===== src/rtl/mem_arb_pkg.sv =====
// Shared types for the main-memory arbiter: FSM states, grant ids and default widths.
package mem_arb_pkg;

    localparam int DEF_ADDR_W = 28;
    localparam int DEF_DATA_W = 128;

    typedef enum logic [1:0] {
        IDLE   = 2'd0,
        I_BUSY = 2'd1,
        D_BUSY = 2'd2,
        DONE   = 2'd3
    } arb_state_t;

    typedef enum logic {
        GNT_I = 1'b0,
        GNT_D = 1'b1
    } gnt_t;

endpackage


===== src/rtl/mem_arbiter_if.sv =====
// Cache-side and memory-side signals of the arbiter. master = the arbiter,
// slave = the environment around it (I-cache, D-cache and main memory).
interface mem_arbiter_if
    import mem_arb_pkg::*;
#(
    parameter int ADDR_W = DEF_ADDR_W,
    parameter int DATA_W = DEF_DATA_W
);
    logic              ic_req;
    logic [ADDR_W-1:0] ic_addr;
    logic [DATA_W-1:0] ic_rdata;
    logic              ic_ready;

    logic              dc_req;
    logic              dc_wen;
    logic [ADDR_W-1:0] dc_addr;
    logic [DATA_W-1:0] dc_wdata;
    logic [DATA_W-1:0] dc_rdata;
    logic              dc_ready;

    logic              mem_read;
    logic              mem_write;
    logic [ADDR_W-1:0] mem_addr;
    logic [DATA_W-1:0] mem_wdata;
    logic [DATA_W-1:0] mem_rdata;
    logic              mem_ready;

    modport master (
        input  ic_req, ic_addr, dc_req, dc_wen, dc_addr, dc_wdata, mem_rdata, mem_ready,
        output ic_rdata, ic_ready, dc_rdata, dc_ready, mem_read, mem_write, mem_addr, mem_wdata
    );

    modport slave (
        output ic_req, ic_addr, dc_req, dc_wen, dc_addr, dc_wdata, mem_rdata, mem_ready,
        input  ic_rdata, ic_ready, dc_rdata, dc_ready, mem_read, mem_write, mem_addr, mem_wdata
    );

endinterface


===== src/rtl/arb_rr2.sv =====
// Combinational two-requester round-robin picker: on a tie the side not granted last wins.
module arb_rr2
    import mem_arb_pkg::*;
(
    input  logic req_i,
    input  logic req_d,
    input  gnt_t last_grant,
    output logic gnt_vld,
    output gnt_t gnt_id
);

    always_comb begin
        gnt_vld = req_i | req_d;
        gnt_id  = GNT_I;
        if (req_i && req_d)
            gnt_id = (last_grant == GNT_I) ? GNT_D : GNT_I;
        else if (req_d)
            gnt_id = GNT_D;
    end

endmodule


===== src/rtl/mem_arbiter.sv =====
// Shares one main-memory port between I-cache refills and D-cache refills/write-backs,
// one block transaction at a time, round-robin on simultaneous requests.
module mem_arbiter
    import mem_arb_pkg::*;
(
    input  logic          clk,
    input  logic          rst_n,
    mem_arbiter_if.master bus
);

    arb_state_t state;
    gnt_t       last_grant;
    logic       gnt_vld;
    gnt_t       gnt_id;

    arb_rr2 u_rr (
        .req_i      (bus.ic_req),
        .req_d      (bus.dc_req),
        .last_grant (last_grant),
        .gnt_vld    (gnt_vld),
        .gnt_id     (gnt_id)
    );

    always_ff @(posedge clk) begin
        if (!rst_n) begin
            state         <= IDLE;
            last_grant    <= GNT_D;
            bus.ic_rdata  <= '0;
            bus.ic_ready  <= 1'b0;
            bus.dc_rdata  <= '0;
            bus.dc_ready  <= 1'b0;
            bus.mem_read  <= 1'b0;
            bus.mem_write <= 1'b0;
            bus.mem_addr  <= '0;
            bus.mem_wdata <= '0;
        end else begin
            // Ready is a single-cycle pulse; only the BUSY->DONE step raises it.
            bus.ic_ready <= 1'b0;
            bus.dc_ready <= 1'b0;
            case (state)
                IDLE: begin
                    if (gnt_vld) begin
                        last_grant <= gnt_id;
                        if (gnt_id == GNT_I) begin
                            bus.mem_addr <= bus.ic_addr;
                            bus.mem_read <= 1'b1;
                            state        <= I_BUSY;
                        end else begin
                            bus.mem_addr <= bus.dc_addr;
                            if (bus.dc_wen) begin
                                bus.mem_write <= 1'b1;
                                bus.mem_wdata <= bus.dc_wdata;
                            end else begin
                                bus.mem_read  <= 1'b1;
                            end
                            state <= D_BUSY;
                        end
                    end
                end
                I_BUSY: begin
                    if (bus.mem_ready) begin
                        bus.ic_rdata <= bus.mem_rdata;
                        bus.ic_ready <= 1'b1;
                        bus.mem_read <= 1'b0;
                        state        <= DONE;
                    end
                end
                D_BUSY: begin
                    if (bus.mem_ready) begin
                        // The registered strobe tells refill from write-back; writes leave dc_rdata alone.
                        if (bus.mem_read)
                            bus.dc_rdata <= bus.mem_rdata;
                        bus.dc_ready  <= 1'b1;
                        bus.mem_read  <= 1'b0;
                        bus.mem_write <= 1'b0;
                        state         <= DONE;
                    end
                end
                default: state <= IDLE;
            endcase
        end
    end

endmodule


===== src/flat_wrapper.sv =====
// flat-port wrapper written by rule: the top's interface ports become plain ports
module mem_arbiter_flat import mem_arb_pkg::*;
  (clk, rst_n, bus_ic_req, bus_ic_addr, bus_dc_req, bus_dc_wen, bus_dc_addr, bus_dc_wdata, bus_mem_rdata, bus_mem_ready, bus_ic_rdata, bus_ic_ready, bus_dc_rdata, bus_dc_ready, bus_mem_read, bus_mem_write, bus_mem_addr, bus_mem_wdata);
  mem_arbiter_if bus_i ();
  input  logic clk;
  input  logic rst_n;
  input wire logic [$bits(bus_i.ic_req)-1:0] bus_ic_req;
  input wire logic [$bits(bus_i.ic_addr)-1:0] bus_ic_addr;
  input wire logic [$bits(bus_i.dc_req)-1:0] bus_dc_req;
  input wire logic [$bits(bus_i.dc_wen)-1:0] bus_dc_wen;
  input wire logic [$bits(bus_i.dc_addr)-1:0] bus_dc_addr;
  input wire logic [$bits(bus_i.dc_wdata)-1:0] bus_dc_wdata;
  input wire logic [$bits(bus_i.mem_rdata)-1:0] bus_mem_rdata;
  input wire logic [$bits(bus_i.mem_ready)-1:0] bus_mem_ready;
  output wire logic [$bits(bus_i.ic_rdata)-1:0] bus_ic_rdata;
  output wire logic [$bits(bus_i.ic_ready)-1:0] bus_ic_ready;
  output wire logic [$bits(bus_i.dc_rdata)-1:0] bus_dc_rdata;
  output wire logic [$bits(bus_i.dc_ready)-1:0] bus_dc_ready;
  output wire logic [$bits(bus_i.mem_read)-1:0] bus_mem_read;
  output wire logic [$bits(bus_i.mem_write)-1:0] bus_mem_write;
  output wire logic [$bits(bus_i.mem_addr)-1:0] bus_mem_addr;
  output wire logic [$bits(bus_i.mem_wdata)-1:0] bus_mem_wdata;
  assign bus_i.ic_req = bus_ic_req;
  assign bus_i.ic_addr = bus_ic_addr;
  assign bus_i.dc_req = bus_dc_req;
  assign bus_i.dc_wen = bus_dc_wen;
  assign bus_i.dc_addr = bus_dc_addr;
  assign bus_i.dc_wdata = bus_dc_wdata;
  assign bus_i.mem_rdata = bus_mem_rdata;
  assign bus_i.mem_ready = bus_mem_ready;
  assign bus_ic_rdata = bus_i.ic_rdata;
  assign bus_ic_ready = bus_i.ic_ready;
  assign bus_dc_rdata = bus_i.dc_rdata;
  assign bus_dc_ready = bus_i.dc_ready;
  assign bus_mem_read = bus_i.mem_read;
  assign bus_mem_write = bus_i.mem_write;
  assign bus_mem_addr = bus_i.mem_addr;
  assign bus_mem_wdata = bus_i.mem_wdata;
  mem_arbiter u_core (.clk(clk), .rst_n(rst_n), .bus(bus_i));
endmodule

===== config.mk =====
export PLATFORM = sky130hd
export DESIGN_NAME = mem_arbiter_flat
export DESIGN_NICKNAME = d
export VERILOG_FILES = /design/src/rtl/mem_arb_pkg.sv /design/src/rtl/mem_arbiter_if.sv /design/src/rtl/arb_rr2.sv /design/src/rtl/mem_arbiter.sv /design/src/flat_wrapper.sv
export SDC_FILE = /design/constraint.sdc
export NUM_CORES = 1
export LEC_CHECK = 0
export CAP_MARGIN = 15
export CELL_PAD_IN_SITES_DETAIL_PLACEMENT = 1
export CELL_PAD_IN_SITES_GLOBAL_PLACEMENT = 1
export CORE_AREA = 4 4 280 282
export DETAILED_ROUTE_END_ITERATION = 8
export DIE_AREA = 0 0 284 286
export GPL_ROUTABILITY_DRIVEN = 0
export PLACE_DENSITY = 0.69
export SKIP_CTS_REPAIR_TIMING = 1
export SKIP_LAST_GASP = 1
export SLEW_MARGIN = 15
export SYNTH_ARGS = -nofsm -noshare
export SYNTH_HDL_FRONTEND = slang
export SYNTH_HIERARCHICAL = 1
export SYNTH_SLANG_ARGS = --single-unit

===== constraint.sdc =====
create_clock -name clk -period 1.67 [get_ports clk]
set_input_delay 0.334 -clock clk [delete_from_list [all_inputs] [get_ports clk]]
set_output_delay 0.334 -clock clk [all_outputs]
set_load 0.02 [all_outputs]

# == After elaboration in Yosys (flattened, before gate mapping) ==
# Index checks and enable logic that the tools add are counted.
# word_totals
ff_bits,419
output_inout_bits,416
elab_cells,51
# op_classes
n_eq_ne,8
n_mux,18
n_bitwise,1
n_reduce_logical,14
# op_table
op,count
$mux 28,1
$mux 1,11
$reduce_and 2->1,5
$reduce_and 4->1,2
$mux 2,3
$ne 2x1->1 const B,3
$reduce_and 5->1,1
$ne 2x2->1 const B,2
$pmux 1 s2,2
$pmux 2 s2,1
$reduce_bool 2->1,2
$ne 3x3->1 const B,1
$reduce_and 3->1,1
$eq 2x1->1 const B,1
$eq 2x2->1 const B,1
$logic_not 2->1,1
$reduce_or 2->1,1
$logic_and 1x1->1,1
$or 1x1->1,1

# == Logic depth before layout (Yosys ltp) ==
# depth
depth_word,5
depth_mapped,8

# == Modules after synthesis ==
# The synthesis kept the hierarchy.
# by_module_without_submodules
mod,instances,cells_each,area_each_um2,seq_area_each_um2
mem_arbiter,1,1835,15996.6,8388.0
arb_rr2,1,2,13.8,0.0

# == Worst setup path before layout ==
# OpenSTA, ideal clock, no wires.
# synth_path
path_type,reg2reg
start,reg u_core.state[0]
end,reg u_core.bus.mem_addr[10]
t_arrival_ns,1.430
t_required_ns,1.554
slack_ns,0.124
path_stages_with_launch,8
n_path_buf,3
path_cell_list,dfxtp_1 > inv_1 > ha_1 > and2_1 > buf_2 > buf_4 > buf_4 > o211a_1
# synth_via
elab_chain_cells,2
# synth_rtl
item,line,rtl
from (decl),mem_arbiter.sv:11,arb_state_t state;
from (signal assigned),mem_arbiter.sv:26,state <= IDLE;
from (signal assigned),mem_arbiter.sv:47,state <= I_BUSY;
from (signal assigned),mem_arbiter.sv:56,state <= D_BUSY;
$logic_not 2->1,mem_arbiter.sv:40,case (state)
$reduce_and 2->1 (no line),-,
to (signal assigned),mem_arbiter.sv:45,bus.mem_addr <= bus.ic_addr;
to (signal assigned),mem_arbiter.sv:49,bus.mem_addr <= bus.dc_addr;
to (decl),mem_arbiter_if.sv:30,"output ic_rdata, ic_ready, dc_rdata, dc_ready, mem_read, mem_write, mem_addr, mem_wdata"
# No other way between the ends.
# A chain may end at the register's enable or synchronous reset.

# == Final worst setup path ==
# layout_path
start,reg u_core.bus.mem_read
end,out bus_mem_read
# layout_lines
item,line,rtl
from (decl),mem_arbiter_if.sv:30,
from (signal assigned),mem_arbiter.sv:32,bus.mem_read <= 1'b0;
from (signal assigned),mem_arbiter.sv:46,bus.mem_read <= 1'b1;
from (signal assigned),mem_arbiter.sv:54,bus.mem_read <= 1'b1;
to (decl),flat_wrapper.sv:19,output wire logic [$bits(bus_i.mem_read)-1:0] bus_mem_read;
# No word-level cell between the ends.

==> results.md <==
* Final Cycle Share at 0.984
* Layout area overhead at 74.9%
* Asr flop ratio synth at 0
* Power Dens Cells at 1090 nW/um^2
* Clock transition at the registers of the reported paths at 0.06 ns
* Synthesis Warnings at 6
* Final Hold Fails at 0
* Pre-antenna DRT Iters at 4
* Syn nets at 2161
* Die W at 284 um
* Hold path depth at 2
* Overflow after GRT at 0
* Slew at the pin with the worst max-slew slack at about 0.38 ns
* #FFs+latches synth at 419
* Max Clk Rate at 0.609 GHz
* Post-synth EDFFs at 0
* Tot Pwr at 30600 uW
* Vias in the first global route at 16900
* Final setup violation count at 0
* Num ports at 734
* Root buffer cell: clkbuf_16
* VDD IR max at ~0.74 mV
* Leak at 0.0171 uW
* Largest area contributor in the netlist: dfxtp_1
* Starting Density at 0.212
* Syn Inst Count at roughly 1800
* Largest stage delay on the critical path at 0.44 ns
* RSZ-0062 raised after global routing: yes
* Max-slew violations at 0
* FF-to-FF path depth at 7
* Port bufs at 733
* Worst hold slack at 0.122 ns
* Average wire per standard cell at 20.6 um
* Critical Setup Path Class: reg2out
* Die Y at roughly 290 um
* FP Rows at 101
* Final nets at 2934
* CTS Buf Count at 50
* HP Class: in2reg
* Slowest CP cell: dfxtp_1
* Share of the synthesized area in the top cell type at 0.524
* Largest net degree at the start of global routing at 43
* Remaining antenna violation count at 0
* Share of layout cells above drive strength 1 at 0.0843
* CTS Sinks at 419
* Top cells by area, synth: dfxtp_1 (52%), nand2_1 (19%), a21boi_1 (14%), a21boi_0 (3.8%), buf_6 (2.3%)
* Clock latency on the worst-skew pair at 0.58 ns
* Synth Area per Inst at 8.72 um^2
* Via count at ~16000
* Number of buffers and inverters on the critical path at 1
* Clock buffer depth at 3
* Synth cell types at 26
* Initial antenna violation count at 8
* Most frequent cells in the layout: nand2_1 (799), dfxtp_1 (417), dlymetal6s2s_1 (411)
* Critical Path AT at 1.31 ns
* CTS tree: yes
* Most common flop cell mapped by yosys: dfxtp_1
* Slew headroom at 0.747
* Final WL at 74600 um
* Via/cell ratio at 4.34
* Total of max-cap violations at 0
* Post-DP HPWL at 55200 um
* First-pass GRT wire length at 105000 um
* CP delay by family, top: flip-flops
* Post-Syn Area at approximately 16000 um^2
* Core area at 75700 um^2
* Total track usage at 0.166
* CTS H-tree depth at 2
* WP depth at 1
* Post-synthesis sequential area ratio at 0.524
* Critical-path cell list: dlymetal6s2s_1
* Commonest non-fill, non-tap cell in the layout: nand2_1
* DRC at 0
* Status: finished clean
* Final min period at around 1.6 ns
* Crit path required time at 1.34 ns
* Die Area at 81200 um^2
* Worst-path fanout max at 4
* Skew final at 0.0118 ns
* Critical Path Source Type: flop
* CP endpoint kind: output port
* DRT iter0 DRCs at 532
## synth_stat cells (all sizes together) (3+ instances only)
master	instances
clkbuf	42
nand2	800
ha	6
and3	4
buf	100
o211a	28
a21boi	385
dfxtp	419
mux2i	29
nand4	3
inv	3
## per-layer routing
layer / part of all wire / vias up / global-route usage / wire length, um
met5: 0 / - / 0 / 0
met4: 0.034 / 0 / 0.0613 / 2560
met3: 0.072 / 132 / 0.0528 / 5360
met2: 0.50 / 496 / 0.301 / 37600
met1: 0.39 / 7617 / 0.181 / 29100
li1: - / 7514 / - / -
## worst paths after layout
check                               start                        to  slack [ns]
setup / recovery      u_core/bus.mem_read              bus_mem_read        0.03
hold / removal                      rst_n   u_core/bus.dc_rdata[82]        0.12
setup reg to reg          u_core/state[0]  u_core/bus.mem_wdata[69]        0.04
hold reg to reg   u_core/bus.dc_rdata[30]   u_core/bus.dc_rdata[30]        0.45
## sequential cells by signal, summed over array words and instances, names as in the netlist
signal,flops
u_core/bus.mem_write,1
u_core/state,2
u_core/bus.ic_rdata,128
u_core/bus.ic_ready,1
u_core/bus.dc_ready,1
u_core/bus.mem_wdata,128
u_core/bus.mem_addr,28
u_core/bus.dc_rdata,128
u_core/last_grant,1
u_core/bus.mem_read,1
## report_power, final
part / total (uW) / leakage [uW] / internal [uW] / switching (uW)
logic: 8160 / 0.0129 / 3810 / 4350
clock network: 10900 / 0.000786 / 6500 / 4380
registers: 11600 / 0.00340 / 11000 / 566
total: 30600 / 0.0171 / 21300 / 9290
## cell families (layout without fill, tap and decap cells)
| family | Yosys count | after routing | share of synthesized area |
|---|---|---|---|
| other cells | 0 | 7 | 0 |
| buf+inv | 145 | 953 | 0.0572 |
| simple gates | 817 | 817 | 0.194 |
| fa+ha+maj | 6 | 6 | 0.00469 |
| compound gates | 421 | 421 | 0.202 |
| mux | 29 | 29 | 0.0181 |
| flops | 419 | 419 | 0.524 |
## metrics by stage
step                setup TNS [ns]  worst slack (ns)  instances   util  area, um^2
floorplan                        0             0.124       1837      -       16000
global route                -0.249           -0.0575       3630  0.370       28000
detailed placement         -112.78            -0.409       3521  0.330       25000
CTS                        -108.23            -0.449       3608  0.352       26600
finish                           0            0.0270       3630  0.370       28000
global placement            -93.45            -0.356       3521  0.330       25000
## area by class of cell
| cell class | instances | area [um^2] |
|---|---|---|
| flip-flops and latches | 419 | 8390 |
| well taps | 978 | 1220 |
| multi-input cells | 1273 | 6760 |
| inverters | 3 | 11.3 |
| clock buffers | 77 | 1470 |
| clock inverters | 10 | 139 |
| repair buffers | 863 | 9980 |
| fillers | 8532 | 47700 |
| diodes | 7 | 17.5 |
No activity file was read; power rests on OpenSTA's default activity.
